--- src/rtl/pwm_beep_gen_pkg.sv ---
// ---------------------------------------------------------------------------
// pwm_beep_gen_pkg
//   Shared definitions for the buzzer PWM generator.
//   PWM_CNT_W : default width of period, pulse and the PWM counter. The
//               frequency-to-period converter uses the same width.
//   ST_*      : FSM state encodings, also visible on the fsm_state port.
// ---------------------------------------------------------------------------
package pwm_beep_gen_pkg;

    localparam int PWM_CNT_W = 26;

    localparam logic [1:0] ST_IDLE  = 2'd0;
    localparam logic [1:0] ST_RUN   = 2'd1;
    localparam logic [1:0] ST_DRAIN = 2'd2;

endpackage

--- src/rtl/pwm_beep_gen_shadow_cnt.sv ---
// ---------------------------------------------------------------------------
// pwm_beep_gen_shadow_cnt
//   Double-buffered period/pulse registers plus the PWM cycle counter.
//   The shadows change only when 'load' is high. The FSM raises 'load' on the
//   start of a tone and on a wrap while playing. A period or pulse change in
//   the middle of a cycle therefore cannot shorten the pulse in progress.
// Ports
//   clk, rst_n  in   clock, asynchronous active-low reset
//   active      in   1 while the FSM is in RUN or DRAIN (counter runs)
//   load        in   copy period/pulse into the shadow registers
//   period      in   CNT_W  requested PWM period
//   pulse       in   CNT_W  requested high time
//   cnt         out  CNT_W  position within the current PWM cycle
//   pulse_sh    out  CNT_W  high time of the current cycle
//   wrap        out  1 on the last clock of a PWM cycle (combinational)
// ---------------------------------------------------------------------------
module pwm_beep_gen_shadow_cnt
    import pwm_beep_gen_pkg::*;
#(
    parameter int CNT_W = PWM_CNT_W
) (
    input  logic             clk,
    input  logic             rst_n,
    input  logic             active,
    input  logic             load,
    input  logic [CNT_W-1:0] period,
    input  logic [CNT_W-1:0] pulse,
    output logic [CNT_W-1:0] cnt,
    output logic [CNT_W-1:0] pulse_sh,
    output logic             wrap
);

    localparam logic [CNT_W-1:0] ONE = {{(CNT_W-1){1'b0}}, 1'b1};

    logic [CNT_W-1:0] period_sh;

    // period_sh is never 0 while active, so period_sh - 1 cannot underflow
    // in any case that matters. In IDLE the result is masked by 'active'.
    assign wrap = active && (cnt == (period_sh - ONE));

    always_ff @(posedge clk or negedge rst_n) begin
        if (!rst_n) begin
            period_sh <= '0;
            pulse_sh  <= '0;
        end else if (load) begin
            period_sh <= period;
            pulse_sh  <= pulse;
        end
    end

    // The counter sits at 0 in IDLE, so a new tone starts at position 0.
    always_ff @(posedge clk or negedge rst_n) begin
        if (!rst_n) begin
            cnt <= '0;
        end else if (!active || wrap) begin
            cnt <= '0;
        end else begin
            cnt <= cnt + ONE;
        end
    end

endmodule

--- src/rtl/pwm_beep_gen.sv ---
// ---------------------------------------------------------------------------
// pwm_beep_gen
//   Buzzer PWM driver. It takes the period/pulse pair from the
//   frequency-to-period converter. A tone starts when en is high and the
//   period is non-zero. A tone stops only at a PWM cycle boundary, so the
//   buzzer never sees a runt pulse.
// Ports
//   sys_clk    in   system clock, rising edge
//   sys_rst_n  in   asynchronous active-low reset
//   en         in   1 = play tone, 0 = stop at end of current cycle
//   period     in   CNT_W  PWM period in sys_clk cycles
//   pulse      in   CNT_W  high time in sys_clk cycles
//   beep_out   out  registered PWM output
//   cyc_done   out  registered strobe, one clock per completed PWM cycle
//   busy       out  1 while in RUN or DRAIN
//   fsm_state  out  2  current FSM state (ST_IDLE/ST_RUN/ST_DRAIN)
// ---------------------------------------------------------------------------
module pwm_beep_gen
    import pwm_beep_gen_pkg::*;
#(
    parameter int CNT_W = PWM_CNT_W
) (
    input  logic             sys_clk,
    input  logic             sys_rst_n,
    input  logic             en,
    input  logic [CNT_W-1:0] period,
    input  logic [CNT_W-1:0] pulse,
    output logic             beep_out,
    output logic             cyc_done,
    output logic             busy,
    output logic [1:0]       fsm_state
);

    logic [1:0]       state;
    logic [1:0]       state_nxt;
    logic             active;
    logic             load;
    logic             wrap;
    logic             period_ok;
    logic [CNT_W-1:0] cnt;
    logic [CNT_W-1:0] pulse_sh;

    assign active    = (state != ST_IDLE);
    assign period_ok = (period != '0);
    assign busy      = active;
    assign fsm_state = state;

    pwm_beep_gen_shadow_cnt #(
        .CNT_W (CNT_W)
    ) u_shadow_cnt (
        .clk      (sys_clk),
        .rst_n    (sys_rst_n),
        .active   (active),
        .load     (load),
        .period   (period),
        .pulse    (pulse),
        .cnt      (cnt),
        .pulse_sh (pulse_sh),
        .wrap     (wrap)
    );

    // RUN and DRAIN count the same way. They differ only in what en says
    // about the next boundary. A zero period is never loaded. At a boundary
    // a zero period ends the tone just as en=0 does.
    always_comb begin
        state_nxt = state;
        load      = 1'b0;
        case (state)
            ST_IDLE: begin
                if (en && period_ok) begin
                    load      = 1'b1;
                    state_nxt = ST_RUN;
                end
            end
            ST_RUN, ST_DRAIN: begin
                if (wrap) begin
                    if (en && period_ok) begin
                        load      = 1'b1;
                        state_nxt = ST_RUN;
                    end else begin
                        state_nxt = ST_IDLE;
                    end
                end else begin
                    state_nxt = en ? ST_RUN : ST_DRAIN;
                end
            end
            default: state_nxt = ST_IDLE;
        endcase
    end

    always_ff @(posedge sys_clk or negedge sys_rst_n) begin
        if (!sys_rst_n) begin
            state <= ST_IDLE;
        end else begin
            state <= state_nxt;
        end
    end

    // Both outputs are registered, so they lag cnt by one clock.
    // pulse_sh >= period_sh holds beep_out high for the whole cycle.
    // pulse_sh == 0 holds beep_out low.
    always_ff @(posedge sys_clk or negedge sys_rst_n) begin
        if (!sys_rst_n) begin
            beep_out <= 1'b0;
            cyc_done <= 1'b0;
        end else begin
            beep_out <= active && (cnt < pulse_sh);
            cyc_done <= wrap;
        end
    end

endmodule

--- config.mk ---
export PLATFORM = sky130hd
export DESIGN_NAME = pwm_beep_gen
export DESIGN_NICKNAME = d
export VERILOG_FILES = /design/src/rtl/pwm_beep_gen_pkg.sv /design/src/rtl/pwm_beep_gen_shadow_cnt.sv /design/src/rtl/pwm_beep_gen.sv
export SDC_FILE = /design/constraint.sdc
export NUM_CORES = 1
export LEC_CHECK = 0
export CORE_AREA = 2 2 123 89
export CTS_CLUSTER_DIAMETER = 60
export DETAILED_ROUTE_END_ITERATION = 10
export DIE_AREA = 0 0 125 91
export PLACE_DENSITY = 0.82
export SLEW_MARGIN = 20
export SYNTH_ARGS = -nofsm -noshare
export SYNTH_HDL_FRONTEND = slang
export SYNTH_SLANG_ARGS = --single-unit
--- constraint.sdc ---
create_clock -name sys_clk -period 10.9 [get_ports sys_clk]
set_input_delay 3.27 -clock sys_clk [delete_from_list [all_inputs] [get_ports sys_clk]]
set_output_delay 3.27 -clock sys_clk [all_outputs]
set_load 0.02 [all_outputs]
## Word level (Yosys, flattened, before mapping)

Cells that the tools add are included.

| cells by class | value |
|---|---|
| reduce and logical (&&, ||, !) cells | 9 |
| add/subtract/negate cells | 2 |
| magnitude comparators | 1 |
| muxes and demuxes | 9 |
| equality and inequality tests | 4 |

Operators with widths:

| kind | number |
|---|---|
| adder 26 x 1 -> 26 bit (second input constant) | 1 |
| == test 26 bit | 1 |
| < comparator 26 bit | 1 |
| 2-to-1 mux 26 bit | 1 |
| nonzero test 26 bit | 1 |
| subtractor 26 x 1 -> 26 bit (second input constant) | 1 |
| 2-to-1 mux 2 bit | 3 |
| one-hot mux 2 bit (2 select lines) | 1 |
| logical AND 1 bit | 3 |
| 2-to-1 mux 1 bit | 3 |
| == test 2 x 1 -> 1 bit (second input constant) | 1 |
| == test 2 bit (second input constant) | 1 |
| zero test 2 bit | 1 |
| != test 2 bit (second input constant) | 1 |
| one-hot mux 1 bit (2 select lines) | 1 |
| nonzero test 2 bit | 1 |
| OR reduction 2 bit | 1 |
| zero test 1 bit | 1 |
| logical OR 1 bit | 1 |

| word-level totals | value |
|---|---|
| word-level logic and storage cells | 31 |
| input port bits | 55 |
| register bits after elaboration | 82 |

## Depth between registers and ports, before layout

| logic depth | value |
|---|---|
| depth after elaboration | 5 |
| depth in mapped cells | 12 |
| mapped depth without buffers | 10 |

## Cells and area by module

Synthesis repeated with hierarchy kept, for this count alone.

| second synthesis, totals | value |
|---|---|
| cell total of the unflattened synthesis | 506 |
| area, all modules | 4983.5 um2 |

Modules (own cells, without submodules):

| module | sequential area each (um2) | cells each | times used | area an instance (um2) |
|---|---|---|---|---|
| pwm_beep_gen_shadow_cnt | 1951.9 | 388 | 1 | 4096.4 |
| pwm_beep_gen | 100.1 | 118 | 1 | 887.1 |

## Worst setup path after synthesis

No wires, ideal clock.

| timing path | value |
|---|---|
| path kind | input-to-reg |
| start point | in period[1] |
| end point | reg u_shadow_cnt.period_sh[0] |
| stages | 8 |
| buffers on the path | 2 |
| required time | 10.775 ns |
| setup slack | 6.113 ns |
| arrival time | 4.662 ns |
| path through | nor4_1 nand4_1 nor2_1 or3_1 o41a_1 buf_6 buf_6 mux2_4 |

| between the ends | value |
|---|---|
| cells in the longest elaborated chain, start to end | 5 |

RTL lines:

| what | line | RTL |
|---|---|---|
| start: declaration | pwm_beep_gen.sv:26 | `input logic [CNT_W-1:0] period,` |
| nonzero test 26 bit (*) | pwm_beep_gen.sv:44 | `assign period_ok = (period != '0);` |
| logical AND 1 bit (*) | pwm_beep_gen.sv:70, pwm_beep_gen.sv:77 |  |
| 2-to-1 mux 1 bit (*) | pwm_beep_gen.sv:70, pwm_beep_gen.sv:77 |  |
| 2-to-1 mux 1 bit | pwm_beep_gen.sv:76 | `if (wrap) begin` |
| one-hot mux 1 bit (2 select lines) (*) | pwm_beep_gen.sv:68 | `case (state)` |
| end signal: assignment | pwm_beep_gen_shadow_cnt.sv:46 | `period_sh <= period;` |
| end: declaration | pwm_beep_gen_shadow_cnt.sv:35 | `logic [CNT_W-1:0] period_sh;` |

Every way passes the cells marked *; elsewhere a longest branch is shown, timed or not.
A chain may end at the register's enable or synchronous reset.

## Final worst setup path

| timing path | value |
|---|---|
| start point | in period[1] |
| end point | reg u_shadow_cnt.period_sh[11] |

Same word-level chain as after synthesis.

==> run_results.csv <==
group,metric,value,unit
global_routing,grt_start_max_net_pins,83,
critical_path,crit_chain,"clkdlybuf4s50_1 > nor4_1 > nand4_1 > nor2_1 > or3_1 > o41a_2 > buf_4 > mux2_2",
power_and_ir_drop,power_per_cell_area,247.1,nW/µm²
critical_path,setup.worst_path.end_class,"register",
clock_network,cts_hold_buf,0,
critical_path,timing.rr.end,"u_shadow_cnt.pulse_sh[19]$_DFFE_PN0P_",
min_path,timing.hold.worst_endpoint,"u_shadow_cnt.pulse_sh[4]$_DFFE_PN0P_",
critical_path,r2r-start,"u_shadow_cnt.period_sh[3]$_DFFE_PN0P_",
clock_network,cts_tree,"done",
clock_network,insertion_delay,0.34,ns
floorplan,floorplan.rows,31,
global_routing,first_pass_grt_wire_length,20000,µm
global_routing,grt_antenna_before_repair,0,
sta,finalSetupViolCount,0,
sta,worst_slew_pin_slew,0.9217,ns
floorplan,die_h,91,µm
min_path,min-delay-start,"u_shadow_cnt.pulse_sh[4]$_DFFE_PN0P_",
placement,dpl.hpwl,8600,µm
synth,synth_seq_cells,82,
clock_network,htreeDepth,3,
sta,final.min_clock_period,5.600,ns
finish,fillerInstances,839,
detailed_routing,route.vias.total,3926,
floorplan,top_level_ports,60,
clock_network,ctsRootBufferMaster,"sky130_fd_sc_hd__clkbuf_16",
detailed_routing,postRouteAntennaNets,0,
global_routing,number_of_global_route_vias_before_repair,3926,
sta,finalMaxSlewViolations,0,
finish,num_antenna_cells,0,
sta,portion_of_the_clock_cycle_consumed_by_the_worst_path_in_the_final_layout,0.5138,
critical_path,cpMaxStageDelayCell,"sky130_fd_sc_hd__buf_4",
floorplan,core_area,10160,µm²
synth,syn_nets,582,
critical_path,ff2ff_path_depth,9,
detailed_routing,drt_first_pass_iters,5,
detailed_routing,route.detailed.wl_per_inst,16.99,µm
sta,final_hold_violation_count,0,
finish,ratio_of_cells_with_drive_above_1_in_the_final_layout,0.1380,
critical_path,critical_path_class,"in2reg",
placement,gp_congestion,0.9003,
power_and_ir_drop,leakage_power,2.856,nW
sta,setup_total_negative_slack,0,ns
floorplan,die_width,125,µm
finish,design_area,6180,µm²
global_routing,global_route_overflow,0,
synth,synth.lib_cells_used.distinct,51,
min_path,whs_path_depth,1,
synth,synth-edff-count,0,
synth,post_synth_main_area_contributors,"sky130_fd_sc_hd__dfrtp_1 (39%), sky130_fd_sc_hd__mux2_4 (14%), sky130_fd_sc_hd__ha_1 (6.9%)",
synth,netlist.area_leader.share,0.3926,
floorplan,initial_utilization,0.5143,
detailed_routing,drc,0,
critical_path,timing.critical_path.from_type,"primary input",
run_status,run_status,"completed",
critical_path,register_to_register_setup_slack,6.54,ns
sta,max_slew_margin,0.3799,
clock_network,clk_pin_slew_worst_paths,0.06,ns
floorplan,dieArea,11380,µm²
synth,synth_area_per_cell,10.49,µm²
synth,sequential_element_share_of_the_synthesized_area,0.3926,
clock_network,numCtsBuffers,9,
placement,detailed_place.area,5882,µm²
detailed_routing,routed_wl,11730,µm
synth,ys_warns,0,
placement,port_buffers,59,
clock_network,clockBufferDepth,2,
clock_network,cts_resized,0,
finish,area.growth.synth_to_final,18.24,%
critical_path,cp_num_buf_inv,2,
min_path,min_path_type,"reg2reg",
sta,clock.fmax,0.1786,GHz
synth,async_reset_ff_frac,1.000,
sta,grt_setup_unrepaired,"false",
global_routing,gr-usage-all-layers,0.2189,
detailed_routing,detail_route.iter0.violations,383,
run,maxCapViolations,0,
finish,finalNetCount,637,
synth,mappedNetlistArea,5226,µm²
clock_network,clkSinkCount,82,
critical_path,largest_delay_share_family_worst_path,"buffers and inverters",
critical_path,maximum_net_fanout_on_the_critical_path,52,
synth,post_syn_instances,498,
critical_path,critPathLaunch,"period[1]",
clock_network,post_cts_repair_setup_buffers,0,
power_and_ir_drop,vdd.ir_drop.worst,123.5,µV
sta,final.setup_skew,0.006798,ns
synth,synth_top_flop_cell,"sky130_fd_sc_hd__dfrtp_1",
detailed_routing,vias_per_cell,5.690,
critical_path,critPathArrivalTime,5.82,ns
synth,synth_largest_area_cell,"sky130_fd_sc_hd__dfrtp_1",
critical_path,crit_required,11.12,ns
critical_path,timing.critical_path.slowest_cell_delay,0.68,ns
-- synthesized netlist by cell type, types with 2 or more instances --
cell type,n
sky130_fd_sc_hd__clkbuf_1,7
sky130_fd_sc_hd__o21ai_0,12
sky130_fd_sc_hd__or4b_2,3
sky130_fd_sc_hd__nand2_1,25
sky130_fd_sc_hd__nor4b_1,2
sky130_fd_sc_hd__mux2_2,2
sky130_fd_sc_hd__nand2b_1,7
sky130_fd_sc_hd__nand4b_1,2
sky130_fd_sc_hd__xor2_1,22
sky130_fd_sc_hd__dfrtp_1,82
sky130_fd_sc_hd__o211ai_1,3
sky130_fd_sc_hd__or3_1,10
sky130_fd_sc_hd__xnor2_1,28
sky130_fd_sc_hd__a21oi_1,8
sky130_fd_sc_hd__mux2_4,50
sky130_fd_sc_hd__a211o_1,2
sky130_fd_sc_hd__buf_6,6
sky130_fd_sc_hd__or4_1,8
sky130_fd_sc_hd__nor2b_1,2
sky130_fd_sc_hd__buf_2,4
sky130_fd_sc_hd__nand3b_1,3
sky130_fd_sc_hd__nor4bb_1,2
sky130_fd_sc_hd__and3_1,7
sky130_fd_sc_hd__nand3_1,14
sky130_fd_sc_hd__a21o_1,10
sky130_fd_sc_hd__mux2i_1,7
sky130_fd_sc_hd__a31oi_1,2
sky130_fd_sc_hd__ha_1,29
sky130_fd_sc_hd__nor3_1,9
sky130_fd_sc_hd__nor4_1,14
sky130_fd_sc_hd__nor2_1,51
sky130_fd_sc_hd__nand4_1,9
sky130_fd_sc_hd__inv_1,38
-- through the flow --
step	total power, W	hold WS [ns]	util	std cells	setup WS [ns]
2_1_floorplan	0.001056	0.4814	-	498	6.113
3_3_place_gp	0.001181	0.4964	0.5788	674	4.976
3_5_place_dp	0.001214	0.4994	0.5788	674	4.903
4_1_cts	0.001528	0.5153	0.6077	690	5.256
5_1_grt	0.001626	0.5286	0.6081	690	5.049
6_report	0.001527	0.5145	0.6081	690	5.300
-- worst max-delay path by stage --
| stage | end | cells after the start | slack (ns) |
|---|---|---|---|
| floorplan | u_shadow_cnt.period_sh[0]$_DFFE_PN0P_ | 8 | 6.11 |
| global placement | u_shadow_cnt.period_sh[11]$_DFFE_PN0P_ | 8 | 4.98 |
| detailed placement | u_shadow_cnt.period_sh[11]$_DFFE_PN0P_ | 8 | 4.90 |
| CTS | u_shadow_cnt.period_sh[11]$_DFFE_PN0P_ | 8 | 5.26 |
| global route | u_shadow_cnt.period_sh[11]$_DFFE_PN0P_ | 8 | 5.05 |
| finish | u_shadow_cnt.period_sh[11]$_DFFE_PN0P_ | 8 | 5.30 |
-- cell type report --
cell class | count | area, µm² | area share
multi-input cells | 361 | 2919 | 0.4724
flip-flops and latches | 82 | 2052 | 0.3321
repair buffers | 61 | 606.8 | 0.09820
clock buffers | 10 | 229.0 | 0.03705
well taps | 132 | 165.2 | 0.02673
inverters | 38 | 142.6 | 0.02308
clock inverters | 6 | 65.06 | 0.01053
-- worst reg2reg max path, delay by kind of cell, from the launching register on --
family	cells	cell delay (ns)
muxes	1	0.47
buffers and inverters	1	0.38
AOI/OAI and AO/OA	3	1.01
and+or+nand+nor	4	1.92
DFF	1	0.47
-- per-layer routing --
| layer | GRT usage | vias to the layer above | share of wire |
|---|---|---|---|
| met5 | 0 | - | 0 |
| met4 | 0.05278 | 0 | 0.0092 |
| met3 | 0.04537 | 15 | 0.062 |
| met2 | 0.3238 | 134 | 0.42 |
| met1 | 0.3288 | 1916 | 0.50 |
| li1 | - | 1861 | - |
-- where the power goes --
part / leakage (nW) / total (W) / switching, W / internal [W]
Clock: 0.143 / 0.000303 / 0.000125 / 0.000178
Sequential: 1.02 / 0.000555 / 0.000139 / 0.000416
Combinational: 1.69 / 0.000668 / 0.000290 / 0.000379
-- registers in the layout (all words and copies together), names as in the netlist --
| name | count |
|---|---|
| cyc_done | 1 |
| u_shadow_cnt.cnt | 26 |
| u_shadow_cnt.period_sh | 26 |
| fsm_state | 2 |
| u_shadow_cnt.pulse_sh | 26 |
| beep_out | 1 |
-- layout by cell type, fill, tap and decap left out, types with 8 or more instances in the layout --
| cell type | count |
|---|---|
| sky130_fd_sc_hd__or4_1 | 8 |
| sky130_fd_sc_hd__nor3_1 | 9 |
| sky130_fd_sc_hd__or3_1 | 10 |
| sky130_fd_sc_hd__ha_1 | 29 |
| sky130_fd_sc_hd__xnor2_1 | 28 |
| sky130_fd_sc_hd__nor2_1 | 51 |
| sky130_fd_sc_hd__nand3_1 | 14 |
| sky130_fd_sc_hd__inv_1 | 38 |
| sky130_fd_sc_hd__dfrtp_1 | 82 |
| sky130_fd_sc_hd__nand4_1 | 9 |
| sky130_fd_sc_hd__clkdlybuf4s50_1 | 58 |
| sky130_fd_sc_hd__nor4_1 | 14 |
| sky130_fd_sc_hd__a21o_1 | 10 |
| sky130_fd_sc_hd__mux2_4 | 50 |
| sky130_fd_sc_hd__nand2_1 | 25 |
| sky130_fd_sc_hd__xor2_1 | 22 |
| sky130_fd_sc_hd__clkbuf_16 | 9 |
| sky130_fd_sc_hd__o21ai_0 | 12 |
| sky130_fd_sc_hd__a21oi_1 | 8 |
-- logic make-up (layout without fill, tap and decap cells) --
| family | Yosys count | after routing | synth area share |
|---|---|---|---|
| AOI/OAI and AO/OA | 49 | 49 | 0.06464 |
| xor gates and xnor gates | 51 | 51 | 0.08810 |
| muxes | 59 | 59 | 0.1614 |
| and+or+nand+nor | 173 | 173 | 0.1748 |
| buffers and inverters | 55 | 115 | 0.04908 |
| DFF | 82 | 82 | 0.3926 |
| adders and majority gates | 29 | 29 | 0.06943 |
No activity file was read; power rests on OpenSTA's default activity.
